**config.mk**
```make
export PLATFORM = sky130hd
export DESIGN_NAME = parking_gate_arbiter_flat
export DESIGN_NICKNAME = d
export VERILOG_FILES = /design/src/rtl/parking_gate_if.sv /design/src/rtl/parking_gate_arbiter.sv /design/src/flat_wrapper.sv
export SDC_FILE = /design/constraint.sdc
export NUM_CORES = 1
export LEC_CHECK = 0
export ABC_CLOCK_PERIOD_IN_PS = 4200
export CAP_MARGIN = 10
export CORE_MARGIN = 8
export CORE_UTILIZATION = 55
export CTS_CLUSTER_DIAMETER = 40
export DETAILED_ROUTE_END_ITERATION = 8
export GPL_ROUTABILITY_DRIVEN = 0
export HOLD_SLACK_MARGIN = 0.02
export PLACE_DENSITY_LB_ADDON = 0.25
export SYNTH_ARGS = -nofsm -noshare
export SYNTH_HDL_FRONTEND = slang
export SYNTH_SLANG_ARGS = --single-unit
export TNS_END_PERCENT = 100
```
**constraint.sdc**
```tcl
create_clock -name clk -period 4.2 [get_ports clk]
set_clock_uncertainty 0.2 [all_clocks]
set_input_delay 0.63 -clock clk [delete_from_list [all_inputs] [get_ports clk]]
set_output_delay 0.63 -clock clk [all_outputs]
set_load 0.02 [all_outputs]
```
**src/rtl/parking_gate_if.sv**
```systemverilog
// Lane request/sensor inputs and gate/occupancy outputs of the shared barrier gate.
interface parking_gate_if #(
   parameter int CNT_W = 5
);
   logic             entry_req;
   logic             exit_req;
   logic             entry_passed;
   logic             exit_passed;
   logic             entry_grant;
   logic             exit_grant;
   logic             gate_open_cmd;
   logic             gate_close_cmd;
   logic             lot_full;
   logic [CNT_W-1:0] occupancy;
   logic             timeout_alarm;

   modport master (
      output entry_req, exit_req, entry_passed, exit_passed,
      input  entry_grant, exit_grant, gate_open_cmd, gate_close_cmd,
             lot_full, occupancy, timeout_alarm
   );

   modport slave (
      input  entry_req, exit_req, entry_passed, exit_passed,
      output entry_grant, exit_grant, gate_open_cmd, gate_close_cmd,
             lot_full, occupancy, timeout_alarm
   );
endinterface

```
**src/rtl/parking_gate_arbiter.sv**
```systemverilog
// Single barrier gate shared by entry and exit lanes: round-robin arbitration, timed travel,
// occupancy tracking. Define EXIT_PRIORITY_EN to always favour the exit lane on a tie.
module parking_gate_arbiter #(
   parameter int CAPACITY      = 16,
   parameter int CNT_W         = 5,
   parameter int TRAVEL_CYCLES = 8,
   parameter int PASS_TIMEOUT  = 64
) (
   input  logic          clk,
   input  logic          rst,
   parking_gate_if.slave bus
);
   typedef enum logic [1:0] {IDLE, OPENING, WAIT_PASS, CLOSING} state_t;

   localparam int TMR_MAX = (TRAVEL_CYCLES > PASS_TIMEOUT) ? TRAVEL_CYCLES : PASS_TIMEOUT;
   localparam int TMR_W   = $clog2(TMR_MAX + 1);
   localparam logic [TMR_W-1:0] TRAVEL_LAST = TMR_W'(TRAVEL_CYCLES - 1);
   localparam logic [TMR_W-1:0] PASS_LAST   = TMR_W'(PASS_TIMEOUT - 1);
   localparam logic [CNT_W-1:0] CAP         = CNT_W'(CAPACITY);

   // Owner and last_served encode 1 = entry lane, 0 = exit lane.
   state_t           state_q, state_d;
   logic             owner_q, owner_d;
   logic             last_served_q, last_served_d;
   logic [TMR_W-1:0] timer_q, timer_d;
   logic [CNT_W-1:0] occ_q, occ_d;
   logic             entry_grant_q, entry_grant_d;
   logic             exit_grant_q, exit_grant_d;
   logic             open_cmd_q, open_cmd_d;
   logic             close_cmd_q, close_cmd_d;
   logic             alarm_q, alarm_d;
   logic             timeout_hit;
   logic             full;
   logic             entry_eligible;
   logic             owner_passed;

   function automatic logic [CNT_W-1:0] sat_inc(input logic [CNT_W-1:0] v);
      return (v >= CAP) ? v : v + 1'b1;
   endfunction

   function automatic logic [CNT_W-1:0] sat_dec(input logic [CNT_W-1:0] v);
      return (v == '0) ? v : v - 1'b1;
   endfunction

   assign full           = (occ_q == CAP);
   assign entry_eligible = bus.entry_req && !full;
   assign owner_passed   = owner_q ? bus.entry_passed : bus.exit_passed;

   always_ff @(posedge clk) begin
      if (rst) begin
         state_q       <= IDLE;
         owner_q       <= 1'b0;
         last_served_q <= 1'b1;
         timer_q       <= '0;
         occ_q         <= '0;
         entry_grant_q <= 1'b0;
         exit_grant_q  <= 1'b0;
         open_cmd_q    <= 1'b0;
         close_cmd_q   <= 1'b0;
         alarm_q       <= 1'b0;
      end else begin
         state_q       <= state_d;
         owner_q       <= owner_d;
         last_served_q <= last_served_d;
         timer_q       <= timer_d;
         occ_q         <= occ_d;
         entry_grant_q <= entry_grant_d;
         exit_grant_q  <= exit_grant_d;
         open_cmd_q    <= open_cmd_d;
         close_cmd_q   <= close_cmd_d;
         alarm_q       <= alarm_d;
      end
   end

   always_comb begin
      state_d       = state_q;
      owner_d       = owner_q;
      last_served_d = last_served_q;
      timer_d       = timer_q;
      occ_d         = occ_q;
      timeout_hit   = 1'b0;
      case (state_q)
         IDLE: begin
            timer_d = '0;
            if (entry_eligible || bus.exit_req) begin
               state_d = OPENING;
`ifdef EXIT_PRIORITY_EN
               owner_d = !bus.exit_req;
`else
               if (entry_eligible && bus.exit_req) owner_d = !last_served_q;
               else                                owner_d = entry_eligible;
`endif
               last_served_d = owner_d;
            end
         end
         OPENING: begin
            if (timer_q == TRAVEL_LAST) begin
               state_d = WAIT_PASS;
               timer_d = '0;
            end else timer_d = timer_q + 1'b1;
         end
         WAIT_PASS: begin
            // A pass in the final timeout cycle still counts, so it is tested first.
            if (owner_passed) begin
               state_d = CLOSING;
               timer_d = '0;
               occ_d   = owner_q ? sat_inc(occ_q) : sat_dec(occ_q);
            end else if (timer_q == PASS_LAST) begin
               state_d     = CLOSING;
               timer_d     = '0;
               timeout_hit = 1'b1;
            end else timer_d = timer_q + 1'b1;
         end
         CLOSING: begin
            if (timer_q == TRAVEL_LAST) begin
               state_d = IDLE;
               timer_d = '0;
            end else timer_d = timer_q + 1'b1;
         end
         default: state_d = IDLE;
      endcase
   end

   // Outputs are registered from the next state so they change together with it.
   always_comb begin
      entry_grant_d = (state_d != IDLE) && owner_d;
      exit_grant_d  = (state_d != IDLE) && !owner_d;
      open_cmd_d    = (state_d == OPENING);
      close_cmd_d   = (state_d == CLOSING);
      alarm_d       = timeout_hit;
   end

   assign bus.entry_grant    = entry_grant_q;
   assign bus.exit_grant     = exit_grant_q;
   assign bus.gate_open_cmd  = open_cmd_q;
   assign bus.gate_close_cmd = close_cmd_q;
   assign bus.lot_full       = full;
   assign bus.occupancy      = occ_q;
   assign bus.timeout_alarm  = alarm_q;
endmodule

```
**src/flat_wrapper.sv**
```systemverilog
// flat-port wrapper written by rule: the top's interface ports become plain ports
module parking_gate_arbiter_flat 
#(
   parameter int CAPACITY      = 16,
   parameter int CNT_W         = 5,
   parameter int TRAVEL_CYCLES = 8,
   parameter int PASS_TIMEOUT  = 64
)
  (clk, rst, bus_entry_req, bus_exit_req, bus_entry_passed, bus_exit_passed, bus_entry_grant, bus_exit_grant, bus_gate_open_cmd, bus_gate_close_cmd, bus_lot_full, bus_occupancy, bus_timeout_alarm);
  parking_gate_if #(.CNT_W(CNT_W)) bus_i ();
  input  logic clk;
  input  logic rst;
  input wire logic [$bits(bus_i.entry_req)-1:0] bus_entry_req;
  input wire logic [$bits(bus_i.exit_req)-1:0] bus_exit_req;
  input wire logic [$bits(bus_i.entry_passed)-1:0] bus_entry_passed;
  input wire logic [$bits(bus_i.exit_passed)-1:0] bus_exit_passed;
  output wire logic [$bits(bus_i.entry_grant)-1:0] bus_entry_grant;
  output wire logic [$bits(bus_i.exit_grant)-1:0] bus_exit_grant;
  output wire logic [$bits(bus_i.gate_open_cmd)-1:0] bus_gate_open_cmd;
  output wire logic [$bits(bus_i.gate_close_cmd)-1:0] bus_gate_close_cmd;
  output wire logic [$bits(bus_i.lot_full)-1:0] bus_lot_full;
  output wire logic [$bits(bus_i.occupancy)-1:0] bus_occupancy;
  output wire logic [$bits(bus_i.timeout_alarm)-1:0] bus_timeout_alarm;
  assign bus_i.entry_req = bus_entry_req;
  assign bus_i.exit_req = bus_exit_req;
  assign bus_i.entry_passed = bus_entry_passed;
  assign bus_i.exit_passed = bus_exit_passed;
  assign bus_entry_grant = bus_i.entry_grant;
  assign bus_exit_grant = bus_i.exit_grant;
  assign bus_gate_open_cmd = bus_i.gate_open_cmd;
  assign bus_gate_close_cmd = bus_i.gate_close_cmd;
  assign bus_lot_full = bus_i.lot_full;
  assign bus_occupancy = bus_i.occupancy;
  assign bus_timeout_alarm = bus_i.timeout_alarm;
  parking_gate_arbiter #(.CAPACITY(CAPACITY), .CNT_W(CNT_W), .TRAVEL_CYCLES(TRAVEL_CYCLES), .PASS_TIMEOUT(PASS_TIMEOUT)) u_core (.clk(clk), .rst(rst), .bus(bus_i));
endmodule
```
==> results of run 1 <==
power by group:
part	leakage (nW)	internal (mW)	switching, mW
Combinational	0.316	0.0214	0.0218
Clock	0.0150	0.0371	0.0599
Sequential	0.171	0.205	0.00661
Total	0.502	0.263	0.0884
worst max-delay path, delay by kind of cell, from the launching register on:
| family | cells | cell delay (ns) |
|---|---|---|
| DFF | 1 | 0.40 |
| buffers and inverters | 1 | 0.61 |
| and+or+nand+nor | 2 | 0.68 |
how the worst max path moves through the flow:
stage | to | from
after floorplan | bus_lot_full | u_core.bus.occupancy[0]$_SDFFE_PP0P_
after global placement | u_core.timer_q[6]$_SDFF_PP0_ | rst
after detailed placement | u_core.timer_q[5]$_SDFF_PP0_ | rst
after CTS | bus_lot_full | u_core.bus.occupancy[0]$_SDFFE_PP0P_
after global routing | bus_lot_full | u_core.bus.occupancy[0]$_SDFFE_PP0P_
final | bus_lot_full | u_core.bus.occupancy[0]$_SDFFE_PP0P_
flip-flops by register name, summed over array words and instances, names as in the netlist:
name and count:
u_core.timer_q 7, u_core.bus.timeout_alarm 1, u_core.bus.exit_grant 1, u_core.bus.gate_close_cmd 1, u_core.last_served_q 1, u_core.bus.gate_open_cmd 1
u_core.bus.occupancy 5, u_core.bus.entry_grant 1, u_core.owner_q 1, u_core.state_q 2
area by class of cell:
type | count | area, sq um
sequential | 21 | 420.4
multi-input combinational | 88 | 640.6
fill | 173 | 625.6
timing repair buffer | 16 | 160.2
inverter | 4 | 15.01
clock buffer | 4 | 26.28
tap | 27 | 33.78
cell usage in the layout, fill, tap and decap left out, drive strengths merged, types with 2 or more instances in the layout:
cell type and instances:
xor2 2, clkdlybuf4s50 16, nand2 7, xnor2 6
clkbuf 4, nor4 3, nand3 5, nor3 4
ha 4, and4b 2, o31ai 2, nand4bb 2
a21oi 8, and3 2, a21o 2, dfxtp 21
o211a 2, inv 4, a2111oi 2, a311oi 2
nor2 13, o21ai 4
cells by family (layout without fill, tap and decap cells):
family / after synthesis / in the layout / synth area share [%]
mux: 1 / 1 / 0.9122
fa+ha+maj: 5 / 5 / 6.386
simple gates: 46 / 46 / 25.77
buf+inv: 8 / 24 / 3.306
flops: 21 / 21 / 38.31
compound gates: 28 / 28 / 18.93
xor+xnor: 8 / 8 / 6.386
routing by layer:
metal | global-route usage, % | up-vias
li1 | - | 466
met1 | 15.67 | 447
met2 | 21.42 | 26
met3 | 2.966 | 2
met4 | 3.987 | 0
met5 | 0 | -
==> summary.md, run 1 <==
| Metric | Value |
|---|---|
| CTS Root Cell | clkbuf_4 |
| RR Endpoint | u_core.bus.occupancy[4]$_SDFFE_PP0P_ |
| Wire length on met1 | 982 um |
| Layout Utilization | 67.45% |
| Met2 wire length | 1.083 mm |
| Hold Crit Start | u_core.timer_q[0]$_SDFF_PP0_ |
| Maxcap violations | 0 |
| Top-count cell post-synth | dfxtp_1 |
| Post-synth top area share | 38.31% |
| Place WS | 1.633 ns |
| Fin crit period | 2.824 ns |
| First-pass GRT wire length | 3.677 mm |
| Ys async rst share | 0% |
| 1st-iter DRT viols | 31 |
| Final period util | 67.25% |
| Layout area overhead | 18.13% |
| Dpl hpwl | 1.694 mm |
| Reg clk slew, reported paths | 0.12 ns |
| CORE AREA | 1922 sq um |
| Inst Count DP | 156 |
| Ant. Diodes | 0 |
| Register area share after synthesis | 38.31% |
| NumNets Final | 145 |
| Vias in the first global route | 873 |
| I/O pin count | 17 |
| Hold Path Sink | u_core.timer_q[0]$_SDFF_PP0_ |
| Yosys cell types | 41 |
| Port-buffer cells | 16 |
| Required time of the worst setup path | 3.37 ns |
| Ranking of synthesized cells by area | dfxtp_1, xnor2_1, ha_1 |
| Crit start category | flop |
| Post-synth top cells | dfxtp_1, nor2_1, a21oi_1, nand2_1, xnor2_1 |
| Total die area | 3680 sq um |
| Mean post-synth cell area | 9.379 sq um |
| Die height | 60.67 um |
| Vias/cell | 5.881 |
| Total power | 351.9 uW |
| Critical Path Slowest Stage Cell | clkdlybuf4s50_1 |
| Reg2reg start | u_core.owner_q$_SDFF_PP0_ |
| Synth area leader | dfxtp_1 |
| DRC violations left | 0 |
| Non-filler instance count after layout | 160 |
| Reg2reg path depth | 6 |
| CP Max Fanout | 7 |
| Met3 wire length | 121 um |
| Total GRT Usage | 12.78% |
| Yosys reg bits | 21 |
| Max-slew violations | 0 |
| Initial DRT Pass Iterations | 5 |
| Cells after Synth | 117 |
| Worst-Margin Slew | 0.5429 ns |
| Worst-Skew Late Latency | 0.31 ns |
| Critical path type | flop to output pin |
| Post-CTS Resized | 0 |
| Hold slack | 0.2625 ns |
| Final worst slack | 1.376 ns |
| Final hold vios | 0 |
| Hold Path Stages | 1 |
| Crit path arrival time | 1.99 ns |
| # H-tree levels | 1 |
| CTS buffer count | 3 |
| Pwr/cell area | 271.5 nW/um^2 |
| Vias | 941 |
| Hold-fix buffers at CTS | 0 |
| Max-slew headroom | 63.69% |
| Die Span X | 60.67 um |
| Mapped Nets | 128 |
| # Post-CTS Setup Buffers | 0 |
| CTS tree | built |
| Layout cells sized above 1 | 6.767% |
| Area post-placement | 1270 sq um |
| Number of synthesized flops with an enable pin | 0 |
| Initial antenna violation count | 0 |
| Worst vdd ir | 0.0002189 V |
| RSZ-0062 raised after global routing | false |
| Routed WL | 2.197 mm |
| R2R setup slack | 2.04 ns |
| Largest stage delay on the critical path | 0.61 ns |
| F_max | 354.1 MHz |
| CTS Buffer Depth | 2 |
| Tightest Hold Check Type | flop to flop |
| Antenna-violating nets left | 0 |
| Initial Util | 57.10% |
| Status | completed |
| Synth Warn # | 0 |
| GRT overflow | 0 |
| Clock sink total | 21 |
| Crit-path cells | or4_4 > nor2_1 > clkdlybuf4s50_1 |
| Largest net degree at the start of global routing | 16 |
| TNS Setup | 0 ns |
| Detail-routed net length per standard cell | 13.73 um |
| Top layer in use | met4 |
| Post-Syn Area | 1097 sq um |
| Post-route cell area | 1296 sq um |
| Post-synth top flop | dfxtp_1 |
| Critical Path End Type | output pin |
| Row Count | 16 |
| Setup violators final | 0 |
| Pleak | 0.5022 nW |
No activity file was read; power rests on OpenSTA's default activity.
==> run 2: changes to the inputs <==
--- a/config.mk
+++ b/config.mk
@@ -5,10 +5,10 @@
 export SDC_FILE = /design/constraint.sdc
 export NUM_CORES = 1
 export LEC_CHECK = 0
-export ABC_CLOCK_PERIOD_IN_PS = 4200
+export ABC_CLOCK_PERIOD_IN_PS = 2800
 export CAP_MARGIN = 10
 export CORE_MARGIN = 8
-export CORE_UTILIZATION = 55
+export CORE_UTILIZATION = 52
 export CTS_CLUSTER_DIAMETER = 40
 export DETAILED_ROUTE_END_ITERATION = 8
 export GPL_ROUTABILITY_DRIVEN = 0
==> constraint.sdc (replaced) <==
create_clock -name clk -period 2.8 [get_ports clk]
set_clock_uncertainty 0.2 [all_clocks]
set_input_delay 0.42 -clock clk [delete_from_list [all_inputs] [get_ports clk]]
set_output_delay 0.42 -clock clk [all_outputs]
set_load 0.02 [all_outputs]
==> run 2 against run 1 <==
Compared with the run above:
- global-route usage is essentially flat
- highest routed layer unchanged
- cell area rose by 0.68%
- wire length rose by 3.1%
- critical path type unchanged
- setup slack lost 1.2 ns
==> summary.md, run 2 (synthesized netlist as in run 1, its figures left out) <==
| Metric | Value |
|---|---|
| Hold-fix buffers at CTS | 0 (unchanged) |
| Crit start category | flop |
| Post-CTS Resized | 0 (unchanged) |
| Commonest non-fill, non-tap cell in the layout | dfxtp_1 |
| Initial DRT Pass Iterations | 4 (-1) |
| Antenna-violating nets left | 0 (unchanged) |
| Total die area | 3836 sq um (+4.2%) |
| Hold slack | 0.2549 ns (-0.007627 ns) |
| Worst-Skew Late Latency | 0.30 ns (about the same) |
| CTS buffer count | 3 (unchanged) |
| CTS tree | built |
| Fin crit period | 2.608 ns |
| Vias | 956 (+1.6%) |
| Initial Util | 55.37% (-1.7 points) |
| Area post-placement | 1277 sq um (+0.59%) |
| Tightest Hold Check Type | flop to flop |
| CTS Root Cell | clkbuf_4 |
| Largest net degree at the start of global routing | 15 (-1) |
| First-pass GRT wire length | 3.753 mm (+2.1%) |
| Final period util | 93.14% |
| Post-route cell area | 1305 sq um (+0.68%) |
| Status | completed |
| Pwr/cell area | 403.9 nW/um^2 (+49%) |
| # Post-CTS Setup Buffers | 0 (unchanged) |
| Final hold vios | 0 (unchanged) |
| Total power | 527.0 uW (+50%) |
| Critical path type | flop to output pin |
| Critical Path End Type | output pin |
| # H-tree levels | 1 (unchanged) |
| Die Span X | 61.94 um (+2.1%) |
| Worst vdd ir | 0.0003489 V (+59%) |
| Max-slew violations | 0 (unchanged) |
| CORE AREA | 1982 sq um (+3.1%) |
| I/O pin count | 17 (unchanged) |
| Ant. Diodes | 0 (unchanged) |
| Port-buffer cells | 16 (unchanged) |
| Crit path arrival time | 1.99 ns (about the same) |
| NumNets Final | 146 (+0.69%) |
| Max reg flops | 7 (unchanged) |
| Top reg by flops | u_core.timer_q |
| Vias/cell | 5.938 (+0.96%) |
| Initial antenna violation count | 0 (unchanged) |
| Area occupied by multi-input gates | 640.6 sq um (unchanged) |
| CP Max Fanout | 7 (unchanged) |
| Fillers | 162 (-6.4%) |
| Layout cells sized above 1 | 8.209% (+1.4 points) |
| Place WS | 0.5273 ns (-1.106 ns) |
| Setup violators final | 0 (unchanged) |
| Detail-routed net length per standard cell | 14.07 um (+2.5%) |
| RSZ-0062 raised after global routing | false |
| Worst-Margin Slew | 0.3965 ns (-0.1463 ns) |
| DRC violations left | 0 (unchanged) |
| Dpl hpwl | 1.693 mm (about the same) |
| CTS Buffer Depth | 2 (unchanged) |
| R2R setup slack | 0.69 ns (-1.35 ns) |
| Max-slew headroom | 72.88% (+9.2 points) |
| Register area | 420.4 sq um (unchanged) |
| Die height | 61.94 um (+2.1%) |
| Vias in the first global route | 873 (unchanged) |
| Clock sink total | 21 (unchanged) |
| TNS Setup | 0 ns (unchanged) |
| Final worst slack | 0.1922 ns (-1.183 ns) |
| Routed WL | 2.266 mm (+3.1%) |
| Layout area overhead | 18.93% |
| Reg clk slew, reported paths | 0.11 ns (about the same) |
| F_max | 383.5 MHz |
| Required time of the worst setup path | 2.18 ns (-1.19 ns) |
| Row Count | 16 (unchanged) |
| Most frequent cells in the layout | dfxtp_1, clkdlybuf4s50_1, nor2_1 |
| 1st-iter DRT viols | 32 (+3.2%) |
| Pleak | 0.5098 nW (+1.5%) |
| GRT overflow | 0 (unchanged) |
| Maxcap violations | 0 (unchanged) |
| Total GRT Usage | 12.79% (+0.019 points) |
## run 2: changes by cell type in the layout (fill, tap and decap cells not counted), sizes merged
cell | previous run | this run
clkbuf | 4 | 3
buf | 0 | 1
clkinv | 0 | 1
## run 2: power breakdown
group | switching, mW | internal (mW)
logic | 0.0342 | 0.0329
registers | 0.00981 | 0.308
clock network | 0.0893 | 0.0532
## run 2: layout make-up
| class | instances | area share [%] |
|---|---|---|
| Clock buffer | 3 | 1.726 |
| Clock inverter | 1 | 0.3835 |
| Inverter | 4 | 1.151 |
| Multi-Input combinational cell | 88 | 49.09 |
| Sequential cell | 21 | 32.21 |
| Tap cell | 27 | 2.589 |
| Timing Repair Buffer | 17 | 12.85 |
## run 2: per-layer routing
metal  vias to the layer above  track usage [%]  wire [um]
met5                         -                0          0
li1                        473                -          -
met2                        20            21.42       1165
met4                         0            5.844         15
met3                         2            2.469        133
met1                       461            15.34        952
## run 2: worst paths after layout
path | start | endpoint | cells after the start
max | u_core.bus.occupancy[0]$_SDFFE_PP0P_ | bus_lot_full | 3
min | u_core.timer_q[0]$_SDFF_PP0_ | u_core.timer_q[0]$_SDFF_PP0_ | 1
max reg2reg | u_core.owner_q$_SDFF_PP0_ | u_core.bus.occupancy[4]$_SDFFE_PP0P_ | 6
min reg2reg | u_core.timer_q[0]$_SDFF_PP0_ | u_core.timer_q[0]$_SDFF_PP0_ | 1
## run 2: critical path: stages (launching register included)
cell and delay [ns]:
dfxtp_1 0.39, or4_4 0.58, nor2_1 0.11, clkdlybuf4s50_1 0.61
## run 2: metrics by stage
step                      utilization [%]  cells
final                               65.85    161
after global routing                65.85    161
after CTS                           65.85    161
after detailed placement            64.46    157
after global placement              64.46    157
after floorplan                         -    117
==> run 3: changes to the inputs <==
--- a/config.mk
+++ b/config.mk
@@ -5,8 +5,7 @@
 export SDC_FILE = /design/constraint.sdc
 export NUM_CORES = 1
 export LEC_CHECK = 0
-export ABC_CLOCK_PERIOD_IN_PS = 2800
-export CAP_MARGIN = 10
+export CAP_MARGIN = 20
 export CORE_MARGIN = 8
 export CORE_UTILIZATION = 52
 export CTS_CLUSTER_DIAMETER = 40
==> results of run 3 <==
No change in the layout: final DEF, timing and power equal those of run 2.
